### config.mk
export PLATFORM = sky130hd
export DESIGN_NAME = pc_sequencer
export DESIGN_NICKNAME = d
export VERILOG_FILES = /design/src/rtl/pc_sequencer_pkg.sv /design/src/rtl/pc_sequencer_mux_pc.sv /design/src/rtl/pc_sequencer.sv
export SDC_FILE = /design/constraint.sdc
export NUM_CORES = 1
export LEC_CHECK = 0
export CAP_MARGIN = 10
export CORE_MARGIN = 2
export CORE_UTILIZATION = 40
export CTS_CLUSTER_DIAMETER = 60
export DETAILED_ROUTE_END_ITERATION = 10
export PLACE_DENSITY = 0.81
export SETUP_SLACK_MARGIN = 0.02
export SYNTH_ARGS = -nofsm -noshare
export SYNTH_HDL_FRONTEND = slang
export SYNTH_SLANG_ARGS = --single-unit
### constraint.sdc
create_clock -name clk -period 4.75 [get_ports clk]
set_input_delay 0.7125 -clock clk [delete_from_list [all_inputs] [get_ports clk]]
set_output_delay 0.7125 -clock clk [all_outputs]
set_load 0.02 [all_outputs]
### src/rtl/pc_sequencer_pkg.sv
// Shared encodings for the fetch/next-PC controller.
// State list gains TRAP when PC_MISALIGN_TRAP_EN is defined.
package pc_sequencer_pkg;

  localparam logic [1:0]  SEL_INC = 2'b00;
  localparam logic [1:0]  SEL_BEQ = 2'b01;
  localparam logic [1:0]  SEL_JMP = 2'b10;
  localparam logic [1:0]  SEL_JR  = 2'b11;

  localparam logic [31:0] PC_STEP = 32'd4;

  typedef enum logic [2:0] {
    ST_IDLE,
    ST_FETCH,
    ST_EXEC,
    ST_ERROR
`ifdef PC_MISALIGN_TRAP_EN
    ,
    ST_TRAP
`endif
  } state_t;

endpackage

### src/rtl/pc_sequencer_mux_pc.sv
// MUX_PC: 4-way next-PC selector driven by the sequencer's 2-bit select.
module MUX_PC
  import pc_sequencer_pkg::*;
(
  input  logic [1:0]  sel,
  input  logic [31:0] pc_inc,
  input  logic [31:0] pc_equal,
  input  logic [31:0] pc_jump,
  input  logic [31:0] crs,
  output logic [31:0] next_pc
);

  always_comb begin
    next_pc = pc_inc;
    case (sel)
      SEL_INC: next_pc = pc_inc;
      SEL_BEQ: next_pc = pc_equal;
      SEL_JMP: next_pc = pc_jump;
      SEL_JR:  next_pc = crs;
      default: next_pc = pc_inc;
    endcase
  end

endmodule

### src/rtl/pc_sequencer.sv
// Fetch/next-PC controller: owns the PC, runs the fetch handshake and commits once per instruction.
// Optional misaligned-target trap (adds trap/epc ports) under `define PC_MISALIGN_TRAP_EN.
module pc_sequencer
  import pc_sequencer_pkg::*;
#(
  parameter logic [31:0] RESET_PC      = 32'h0000_0000,
  parameter int unsigned FETCH_TIMEOUT = 15
) (
  input  logic        clk,
  input  logic        rst_n,
  output logic        fetch_req,
  input  logic        fetch_ack,
  input  logic        branch_eq,
  input  logic        branch_ne,
  input  logic        jump,
  input  logic        jump_reg,
  input  logic        zero,
  input  logic        stall,
  input  logic [31:0] pc_equal,
  input  logic [31:0] pc_jump,
  input  logic [31:0] crs,
  output logic [31:0] pc,
  output logic [31:0] pc_inc,
  output logic [1:0]  next_pc_sel,
  output logic [31:0] next_pc,
  output logic        instr_valid,
  output logic        fetch_err
`ifdef PC_MISALIGN_TRAP_EN
  ,
  output logic        trap,
  output logic [31:0] epc
`endif
);

  localparam logic [7:0] WAIT_LAST = 8'(FETCH_TIMEOUT - 1);

  state_t      state, state_nxt;
  logic [7:0]  wait_cnt, wait_cnt_nxt;
  logic        pc_commit;
  logic        branch_taken;
`ifdef PC_MISALIGN_TRAP_EN
  logic        epc_load;
`endif

  assign pc_inc       = pc + PC_STEP;
  assign branch_taken = (branch_eq & zero) | (branch_ne & ~zero);

  // Select is kept in its own process so the FSM can read next_pc without a comb loop.
  always_comb begin
    next_pc_sel = SEL_INC;
    if (state == ST_EXEC) begin
      if (jump_reg)          next_pc_sel = SEL_JR;
      else if (jump)         next_pc_sel = SEL_JMP;
      else if (branch_taken) next_pc_sel = SEL_BEQ;
      else                   next_pc_sel = SEL_INC;
    end
  end

  MUX_PC u_mux_pc (
    .sel      (next_pc_sel),
    .pc_inc   (pc_inc),
    .pc_equal (pc_equal),
    .pc_jump  (pc_jump),
    .crs      (crs),
    .next_pc  (next_pc)
  );

  always_comb begin
    state_nxt    = state;
    wait_cnt_nxt = wait_cnt;
    pc_commit    = 1'b0;
`ifdef PC_MISALIGN_TRAP_EN
    epc_load     = 1'b0;
`endif
    case (state)
      ST_IDLE: state_nxt = ST_FETCH;
      ST_FETCH: begin
        // Ack is tested first so it wins over a same-cycle timeout.
        if (fetch_ack) begin
          state_nxt    = ST_EXEC;
          wait_cnt_nxt = '0;
        end else begin
          wait_cnt_nxt = wait_cnt + 8'd1;
          if (wait_cnt == WAIT_LAST) state_nxt = ST_ERROR;
        end
      end
      ST_EXEC: begin
        if (!stall) begin
`ifdef PC_MISALIGN_TRAP_EN
          if (next_pc[1:0] != 2'b00) begin
            state_nxt = ST_TRAP;
            epc_load  = 1'b1;
          end else begin
            state_nxt = ST_FETCH;
            pc_commit = 1'b1;
          end
`else
          state_nxt = ST_FETCH;
          pc_commit = 1'b1;
`endif
        end
      end
      ST_ERROR: state_nxt = ST_ERROR;
`ifdef PC_MISALIGN_TRAP_EN
      ST_TRAP:  state_nxt = ST_TRAP;
`endif
      default:  state_nxt = ST_IDLE;
    endcase
  end

  always_ff @(posedge clk or negedge rst_n) begin
    if (!rst_n) begin
      state    <= ST_IDLE;
      wait_cnt <= '0;
      pc       <= RESET_PC;
    end else begin
      state    <= state_nxt;
      wait_cnt <= wait_cnt_nxt;
      if (pc_commit) pc <= next_pc;
    end
  end

  assign fetch_req   = (state == ST_FETCH);
  assign instr_valid = (state == ST_EXEC);
  assign fetch_err   = (state == ST_ERROR);

`ifdef PC_MISALIGN_TRAP_EN
  assign trap = (state == ST_TRAP);

  always_ff @(posedge clk or negedge rst_n) begin
    if (!rst_n)        epc <= '0;
    else if (epc_load) epc <= pc;
  end
`endif

endmodule

==> out/results.txt, run 1 <==
Core area: 0.00915 mm²
Die height: 101 µm
Max-slew violations: 0
WL/cell: 19.9 µm
Post-Syn Area: 0.00375 mm²
CP startpoint kind: input port
Cell mode on critical path: clkdlybuf4s50_1
Worst Skew: 0.0106 ns
Clock Power Share: 11.3%
Slew @ Worst Pin: 1.18 ns
Path type of the worst setup path: input port to output port
Internal Pwr Total: 1.21 mW
WP depth: 6
Pin count of the biggest net entering global routing: 43
Post-synth ARST share: 100%
Overall power: 2.15 mW
Largest fanout on the critical path: 13
Die Wd: 101 µm
Post-route minimum period: 4.08 ns
Worst EP required: 4.04 ns
LEAKAGE: 2.33 nW
Gpl congestion: 0.904
Most common cell after layout, fill and taps aside: clkdlybuf4s50_1
Gate power share: 61.0%
Nets@finish: 781
Antenna violations before repair: 0
FF-to-FF path depth: 6
Post-CTS Setup Bufs: 0
Crit path capture type: output port
Setup ws final: 0.666 ns
Share of cells above drive strength 1: 8.75%
Worst-Skew Late Latency: 0.30 ns
Total CTS buffers: 5
Die area: 0.0102 mm²
Most frequent cells in the layout: clkdlybuf4s50_1 (204), nand2_1 (54), dfrtp_1 (42)
Post-DP HPWL: 11,800 µm
CP Cell Sequence: clkdlybuf4s50_1, nand2b_1, o22ai_1, o21ai_0, o21a_1, clkdlybuf4s50_1
Worst-path clk slew: 0.09 ns
First-pass GRT wire length: 23,900 µm
Post-synth EDFFs: 0
TritonCTS clock tree: done
# rows: 35
Initial Util: 41.0%
Drc violations: 0
Count of different cell masters after synthesis: 60
Antenna diodes: 0
Psw: 942 µW
Prevailing post-synth register cell: dfrtp_1
Seq pwr share: 27.7%
Via density: 6.01
Gate Count Post-Synth: 481
Number of port buffers: 205
DR iter-0 viols: 254
Syn. warnings: 0
Fillers: 791
Crit-path max cell delay: 0.68 ns
IO Count: 206
Root buf cell: clkbuf_8
Crit-path slowest cell: clkdlybuf4s50_1
Clk buf depth: 2
Syn Nets: 589
Detail Route Antenna Nets: 0
Setup Total Neg Slack: 0 ns
MaxCap Viol Count: 0
CP delay by family, top: buffers and inverters
Unrepaired setup endpoints after global routing: no
Final Hold Viols: 0
Area delta synth->final: 60.5%
Via count: 4,717
Rel. slew slack: 21.1%
CP arrival: 3.37 ns
Synth Area per Inst: 7.80 µm²
DP Worst Slack: 0.698 ns
H-tree depth: 2
WHS: 0.563 ns
Worst min path class: input port to async pin
Fmax: 0.245 GHz
TritonRoute pass-1 iters: 4
Clk sinks: 42
Vias in the first global route: 4,714
Tot GR Track Use: 29.8%
Setup violators final: 0
Power Density: 358 mW/mm²
Sw Share: 43.7%
Buf+Inv Stages, Crit Path: 2
WL final: 15,600 µm
Synth Register Bits: 42
Crit share post-route: 86.0%
VDD IR max: 0.207 mV
Cts repair resizes: 0
Grt ovf: 0
Seq/Total Area, Yosys: 28.0%
Run status: finished, final reports clean
CTS hold repair buffers: 0
[worst register-to-register path: cells and delay by family, from the launching register on]
kind            cells  cell delay, ns
flops               1            0.46
buf+inv             2            0.66
compound gates      1            0.37
simple gates        3            1.12
[final cells by class]
cell class              count  area (µm²)  share of cell area [%]
repair buffers            221        2170                    36.0
clock inverters             2        13.8                   0.229
multi-input cells         392        2540                    42.1
flip-flops and latches     42        1050                    17.5
inverters                  11        41.3                   0.686
well taps                 111         139                    2.31
clock buffers               6        72.6                    1.21
[stage by stage]
stage / utilization [%] / cells / cell area, µm²
2_1_floorplan: - / 481 / 3750
3_3_place_gp: 64.9 / 777 / 5940
3_5_place_dp: 64.9 / 777 / 5940
4_1_cts: 65.8 / 785 / 6020
5_1_grt: 65.8 / 785 / 6020
6_report: 65.8 / 785 / 6020
[worst paths after layout]
| check | end | startpoint | slack (ns) |
|---|---|---|---|
| setup / recovery | next_pc[13] | jump_reg | 0.67 |
| hold / removal | wait_cnt[2] | rst_n | 0.56 |
| setup reg to reg | pc[20] | state[0] | 2.04 |
| hold reg to reg | wait_cnt[7] | wait_cnt[7] | 0.58 |
| max in group asynchronous | pc[0] | rst_n | 3.54 |
| min in group clk | wait_cnt[7] | wait_cnt[7] | 0.58 |
[routing by layer]
| metal | GRT usage, % | share of wire (%) | vias to the layer above |
|---|---|---|---|
| met2 | 53.2 | 50 | 246 |
| met1 | 35.5 | 39 | 2276 |
| met5 | 0 | 0 | - |
| met4 | 9.91 | 2.6 | 0 |
| met3 | 5.96 | 8.5 | 36 |
| li1 | - | - | 2159 |
[sequential cells by signal, summed over array words and instances, names as in the netlist]
register  count
wait_cnt      8
pc           32
state         2
[Yosys cell counts (all sizes together) (11+ instances only)]
library cell | count | area, µm²
nand2 | 54 | 203
dfrtp | 42 | 1050
a21oi | 37 | 185
nor2 | 34 | 128
o21ai | 33 | 165
clkbuf | 26 | 97.6
mux2 | 18 | 203
o22ai | 18 | 113
xnor2 | 18 | 165
nand4 | 15 | 106
nand3 | 14 | 70.1
nor3 | 13 | 65.1
xor2 | 12 | 105
and3 | 11 | 68.8
[power by group through the flow]
stage | registers [mW] | clock network (mW) | logic, mW
after global routing | 0.615 | 0.259 | 1.39
final | 0.598 | 0.243 | 1.31
after CTS | 0.595 | 0.245 | 1.32
after floorplan | 0.652 | 0 | 0.579
after detailed placement | 0.601 | 0 | 1.31
after global placement | 0.596 | 0 | 1.29
[cell families (layout without fill, tap and decap cells)]
logic type                 count (synthesis)  in the layout  synth area share [%]
adders and majority gates                  3              3                  1.00
AOI/OAI and AO/OA                        162            162                  28.6
DFF                                       42             42                  28.0
and+or+nand+nor                          174            174                  23.3
buffers and inverters                     47            240                  5.17
muxes                                     23             23                  6.74
xor gates and xnor gates                  30             30                  7.20
No activity file was read; power rests on OpenSTA's default activity.
==> inputs of run 2 (changes only) <==
- CELL_PAD_IN_SITES_DETAIL_PLACEMENT: unset -> 0
- CELL_PAD_IN_SITES_GLOBAL_PLACEMENT: unset -> 1
- CORE_UTILIZATION: 40 -> 29
- HOLD_SLACK_MARGIN: unset -> 0.08
- PLACE_DENSITY: 0.81 -> 0.86
==> run 2 against run 1 <==
Total power rose by 7.1%. Core utilization decreased by 17 points. Clock-buffer cell count stayed put. Clock skew barely moved. Non-clock buffer count unchanged. Via count fell by 3.6%. Final cell count increased by 7.8%. Setup slack lost 0.069 ns. Sequential power barely moved. Sequential cell count unchanged. Register-to-register slack lost 0.31 ns. Critical path type unchanged. Highest routed layer unchanged.
==> out/results.txt, run 2 (same netlist as run 1, synthesis figures left out) <==
Detail Route Antenna Nets: 0 (unchanged)
Via count: 4,547 (was 4,717)
Antenna violations before repair: 0 (unchanged)
Post-CTS Setup Bufs: 0 (unchanged)
Crit-path slowest cell: clkdlybuf4s50_1 (unchanged)
Top flop regs: pc: 32 flops, wait_cnt: 8 flops, state: 2 flops (unchanged)
Worst-path clk slew: 0.06 ns (was 0.09 ns)
Gpl congestion: 0.869 (was 0.904)
Share of cells above drive strength 1: 8.61% (was 8.75%)
Die height: 118 µm (was 101 µm)
CP arrival: 3.44 ns (was 3.37 ns)
Psw: 950 µW (was 942 µW)
Cell mode on critical path: clkdlybuf4s50_1 (unchanged)
Die area: 0.0139 mm² (was 0.0102 mm²)
Setup Total Neg Slack: 0 ns (unchanged)
H-tree depth: 2 (unchanged)
Clk sinks: 42 (unchanged)
MaxCap Viol Count: 0 (unchanged)
Initial Util: 29.7% (was 41.0%)
Antenna diodes: 0 (unchanged)
Worst EP required: 4.04 ns (about the same)
Number of port buffers: 205 (unchanged)
Seq pwr share: 25.8% (was 27.7%)
DR iter-0 viols: 269 (was 254)
Footprint of the multi-input gates: 0.00253 mm² (was 0.00254 mm²)
Pin count of the biggest net entering global routing: 43 (unchanged)
VDD IR max: 0.224 mV (was 0.207 mV)
Dpl cells: 838 (was 777)
Worst-Skew Late Latency: 0.28 ns (was 0.30 ns)
Total CTS buffers: 5 (unchanged)
IO Count: 206 (unchanged)
Crit-path max cell delay: 0.77 ns (was 0.68 ns)
Vias in the first global route: 4,606 (was 4,714)
Post-route minimum period: 4.15 ns (was 4.08 ns)
CP Cell Sequence: clkdlybuf4s50_1, nor2_1, buf_4, a21oi_4, buf_12, a2bb2oi_1, clkdlybuf4s50_1 (was clkdlybuf4s50_1, nand2b_1, o22ai_1, o21ai_0, o21a_1, clkdlybuf4s50_1)
Register Area: 0.00105 mm² (unchanged)
Largest register FFs: 32 (unchanged)
CP startpoint kind: input port (unchanged)
Path type of the worst setup path: input port to output port (unchanged)
Most common cell after layout, fill and taps aside: clkdlybuf4s50_1 (unchanged)
Fmax: 0.241 GHz (was 0.245 GHz)
Post-DP HPWL: 12,400 µm (was 11,800 µm)
Setup violators final: 0 (unchanged)
Clk buf depth: 2 (unchanged)
# rows: 41 (was 35)
Worst min path class: register to register (was input port to async pin)
Gate power share: 57.1% (was 61.0%)
Area delta synth->final: 64.9% (was 60.5%)
Power Density: 373 mW/mm² (was 358 mW/mm²)
Rel. slew slack: 34.2% (was 21.1%)
Cell Area, Placed: 0.00602 mm² (was 0.00594 mm²)
Core area: 0.0126 mm² (was 0.00915 mm²)
Unrepaired setup endpoints after global routing: no (unchanged)
Run status: finished, final reports clean (unchanged)
Crit path capture type: output port (unchanged)
Overall power: 2.31 mW (was 2.15 mW)
Cts repair resizes: 0 (unchanged)
TritonCTS clock tree: done (unchanged)
First-pass GRT wire length: 25,000 µm (was 23,900 µm)
Sw Share: 41.2% (was 43.7%)
TritonRoute pass-1 iters: 5 (was 4)
Most frequent cells in the layout: clkdlybuf4s50_1 (204), nand2_1 (54), dfrtp_1 (42) (unchanged)
Worst Skew: 0.0109 ns (was 0.0106 ns)
Drc violations: 0 (unchanged)
WL/cell: 18.8 µm (was 19.9 µm)
Largest fanout on the critical path: 21 (was 13)
Post-Layout Cell Count: 846 (was 785)
CTS hold repair buffers: 0 (unchanged)
Final Hold Viols: 0 (unchanged)
Root buf cell: clkbuf_16 (was clkbuf_8)
Tot GR Track Use: 22.3% (was 29.8%)
Nets@finish: 781 (unchanged)
Clock Power Share: 17.1% (was 11.3%)
Die Wd: 118 µm (was 101 µm)
LEAKAGE: 2.36 nW (was 2.33 nW)
Max-slew violations: 0 (unchanged)
Fillers: 1,236 (was 791)
Final Instance Area: 0.00619 mm² (was 0.00602 mm²)
Via density: 5.37 (was 6.01)
Internal Pwr Total: 1.36 mW (was 1.21 mW)
Slew @ Worst Pin: 0.987 ns (was 1.18 ns)
WL final: 15,900 µm (was 15,600 µm)
Crit share post-route: 87.4% (was 86.0%)
Grt ovf: 0 (unchanged)
Most flop-heavy register: pc (unchanged)
run 2: cell count changes in the layout (fill, tap and decap cells not counted), sizes merged:
cell,change
bufinv,+1
clkinv,-2
clkinvlp,+1
run 2: cell type report:
type / count / area share (%)
well taps: 172 / 3.48
flip-flops and latches: 42 / 17.0
multi-input cells: 392 / 41.0
clock inverters: 2 / 0.607
inverters: 11 / 0.667
repair buffers: 221 / 35.2
clock buffers: 6 / 2.08
run 2: final timing paths:
check	start	cells past startpoint	endpoint	slack [ns]
min in group asynchronous	rst_n	1	pc[20]	0.60
max in group asynchronous	rst_n	1	pc[1]	3.54
max reg2reg	state[0]	9	pc[20]	1.73
max	jump	7	next_pc[18]	0.60
min reg2reg	wait_cnt[6]	1	wait_cnt[6]	0.56
min	wait_cnt[6]	1	wait_cnt[6]	0.56
run 2: metal layers:
metal / GRT usage, % / up-vias / part of all wire, %
met5: 0 / - / 0
met4: 4.59 / 0 / 1.9
met3: 4.31 / 18 / 5.9
met2: 39.8 / 175 / 50
met1: 27.8 / 2193 / 42
li1: - / 2161 / -
run 2: worst max-delay path: cells and delay by family:
family / cells / cell delay (ns)
AO/OA/AOI/OAI: 2 / 0.70
AND/OR/NAND/NOR: 1 / 0.13
buffers and inverters: 4 / 1.89
run 2: through the flow:
step                setup slack, ns  hold slack, ns  util (%)
floorplan                      1.54           0.417         -
global placement              0.686           0.529      47.7
detailed placement            0.609           0.540      47.7
CTS                           0.598           0.555      49.0
global route                  0.467           0.574      49.0
finish                        0.597           0.563      49.0
run 2: power groups by stage:
stage | clock, mW | combinational (mW) | sequential (mW)
2_1_floorplan | 0 | 0.579 | 0.652
3_3_place_gp | 0 | 1.30 | 0.595
3_5_place_dp | 0 | 1.32 | 0.601
4_1_cts | 0.399 | 1.32 | 0.595
5_1_grt | 0.415 | 1.39 | 0.618
6_report | 0.394 | 1.32 | 0.596
==> inputs of run 3 (changes only) <==
- RECOVER_POWER: unset -> 25
==> run 3 against run 2 <==
The run now ends with max-capacitance violations, max-slew violations left. Clock skew did not move. Core utilization barely moved. Register-to-register slack barely moved. Clock-buffer cell count did not move. Sequential share of layout area barely moved. Total power barely moved. First-iteration DRC count rose by 0.74%. Die area did not move. Largest power group unchanged.
==> out/results.txt, run 3 (same netlist as run 1, synthesis figures left out) <==
Run status: complete, but fails checks (was finished, final reports clean)
Failing checks: max-capacitance violations, max-slew violations
IO Count: 206 (unchanged)
First-pass GRT wire length: 25,000 µm (unchanged)
Via density: 5.38 (was 5.37)
Worst-Skew Late Latency: 0.28 ns (about the same)
CP arrival: 3.44 ns (about the same)
Root buf cell: clkbuf_16 (unchanged)
Crit share post-route: 87.4% (about the same)
Die height: 118 µm (unchanged)
DR iter-0 viols: 271 (was 269)
Unrepaired setup endpoints after global routing: no (unchanged)
Setup violators final: 0 (unchanged)
MaxCap Viol Count: 1 (was 0)
Worst Skew: 0.0109 ns (unchanged)
WL final: 15,900 µm (about the same)
# rows: 41 (unchanged)
CTS hold repair buffers: 0 (unchanged)
TritonCTS clock tree: done (unchanged)
Tot GR Track Use: 22.3% (unchanged)
Clk buf depth: 2 (unchanged)
LEAKAGE: 2.36 nW (about the same)
Cts repair resizes: 0 (unchanged)
Antenna diodes: 0 (unchanged)
Number of port buffers: 205 (unchanged)
Clock Power Share: 17.0% (was 17.1%)
Die Wd: 118 µm (unchanged)
Clk sinks: 42 (unchanged)
WHS: 0.563 ns (unchanged)
Gpl congestion: 0.869 (unchanged)
Drc violations: 0 (unchanged)
R2R Path End: pc[20] (unchanged)
CP delay by family, top: buffers and inverters (unchanged)
Cell mode on critical path: clkdlybuf4s50_1 (unchanged)
Most frequent cells in the layout: clkdlybuf4s50_1 (202), nand2_1 (54), dfrtp_1 (42) (was clkdlybuf4s50_1 (204), nand2_1 (54), dfrtp_1 (42))
Worst min path class: register to register (unchanged)
Via count: 4,552 (was 4,547)
Fin util: 49.0% (about the same)
Path type of the worst setup path: input port to output port (unchanged)
Seq pwr share: 25.9% (was 25.8%)
Detail Route Antenna Nets: 0 (unchanged)
RR Startpoint: state[0] (unchanged)
Top flop regs: pc: 32 flops, wait_cnt: 8 flops, state: 2 flops (unchanged)
Internal Pwr Total: 1.36 mW (about the same)
Antenna violations before repair: 0 (unchanged)
Post-CTS Setup Bufs: 0 (unchanged)
Pin count of the biggest net entering global routing: 43 (unchanged)
Share of cells above drive strength 1: 8.46% (was 8.61%)
Vias in the first global route: 4,606 (unchanged)
CP Cell Sequence: clkdlybuf4s50_1, nor2_1, buf_4, a21oi_4, buf_12, a2bb2oi_1, clkdlybuf4s50_1 (unchanged)
Largest register FFs: 32 (unchanged)
Buf+Inv Stages, Crit Path: 4 (unchanged)
Rel. slew slack: -58.3% (was 34.2%)
VDD IR max: 0.224 mV (about the same)
Most common cell after layout, fill and taps aside: clkdlybuf4s50_1 (unchanged)
Overall power: 2.31 mW (about the same)
Worst-path clk slew: 0.06 ns (about the same)
Initial Util: 29.7% (unchanged)
Psw: 950 µW (about the same)
Gate power share: 57.1% (about the same)
Total CTS buffers: 5 (unchanged)
Grt ovf: 0 (unchanged)
Post-DP HPWL: 12,400 µm (unchanged)
TritonRoute pass-1 iters: 4 (was 5)
FF-to-FF path depth: 9 (unchanged)
Fmax: 0.241 GHz (about the same)
Hold Path Sink: wait_cnt[6] (unchanged)
Power Density: 373 mW/mm² (about the same)
Max-slew violations: 43 (was 0)
Area delta synth->final: 64.9% (about the same)
CP startpoint kind: input port (unchanged)
Setup Total Neg Slack: 0 ns (unchanged)
Most flop-heavy register: pc (unchanged)
Post-route minimum period: 4.15 ns (about the same)
Nets@finish: 781 (unchanged)
Hold Startpoint: wait_cnt[6] (unchanged)
WL/cell: 18.8 µm (about the same)
Die area: 0.0139 mm² (unchanged)
Worst EP required: 4.04 ns (about the same)
Final Hold Viols: 0 (unchanged)
Crit-path slowest cell: clkdlybuf4s50_1 (unchanged)
H-tree depth: 2 (unchanged)
Slew @ Worst Pin: 2.37 ns (was 0.987 ns)
Core area: 0.0126 mm² (unchanged)
Hold path depth: 1 (unchanged)
Largest fanout on the critical path: 21 (unchanged)
Sw Share: 41.2% (about the same)
Reg2Reg Setup Slack: 1.73 ns (about the same)
Crit path capture type: output port (unchanged)
Crit-path max cell delay: 0.77 ns (about the same)
==> run 3: stage by stage <==
stage	setup slack (ns)	cells	area, µm²
final	0.597	846	6190
after global routing	0.467	846	6190
after CTS	0.598	846	6190
after detailed placement	0.609	838	6020
after global placement	0.686	838	6020
after floorplan	1.54	481	3750
==> run 3: worst max-delay path by stage <==
stage / endpoint / start / slack [ns] / cells after the start
after floorplan: next_pc[26] / pc[2] / 1.54 / 6
after global placement: next_pc[12] / jump / 0.69 / 7
after detailed placement: next_pc[23] / jump / 0.61 / 7
after CTS: next_pc[23] / jump / 0.60 / 7
after global routing: next_pc[22] / jump / 0.47 / 6
final: next_pc[18] / jump / 0.60 / 7
==> run 3: cell type report <==
class                      instances  area [µm²]
clock buffer                       6         129
multi-input combinational        392        2530
clock inverter                     2        37.5
inverter                          11        41.3
sequential                        42        1050
timing repair buffer             221        2180
tap                              172         215
fill                            1236        6430
==> run 3: layer usage <==
metal | track usage, % | up-vias | wire [µm]
met1 | 27.8 | 2190 | 6660
met5 | 0 | - | 0
li1 | - | 2162 | -
met4 | 4.59 | 0 | 296
met2 | 39.8 | 182 | 7970
met3 | 4.31 | 18 | 952
==> run 3: power by group through the flow <==
stage	clock network, mW	registers (mW)	logic, mW
after floorplan	0	0.652	0.579
final	0.393	0.597	1.32
after global placement	0	0.595	1.30
after CTS	0.399	0.595	1.32
after global routing	0.415	0.618	1.39
after detailed placement	0	0.601	1.32
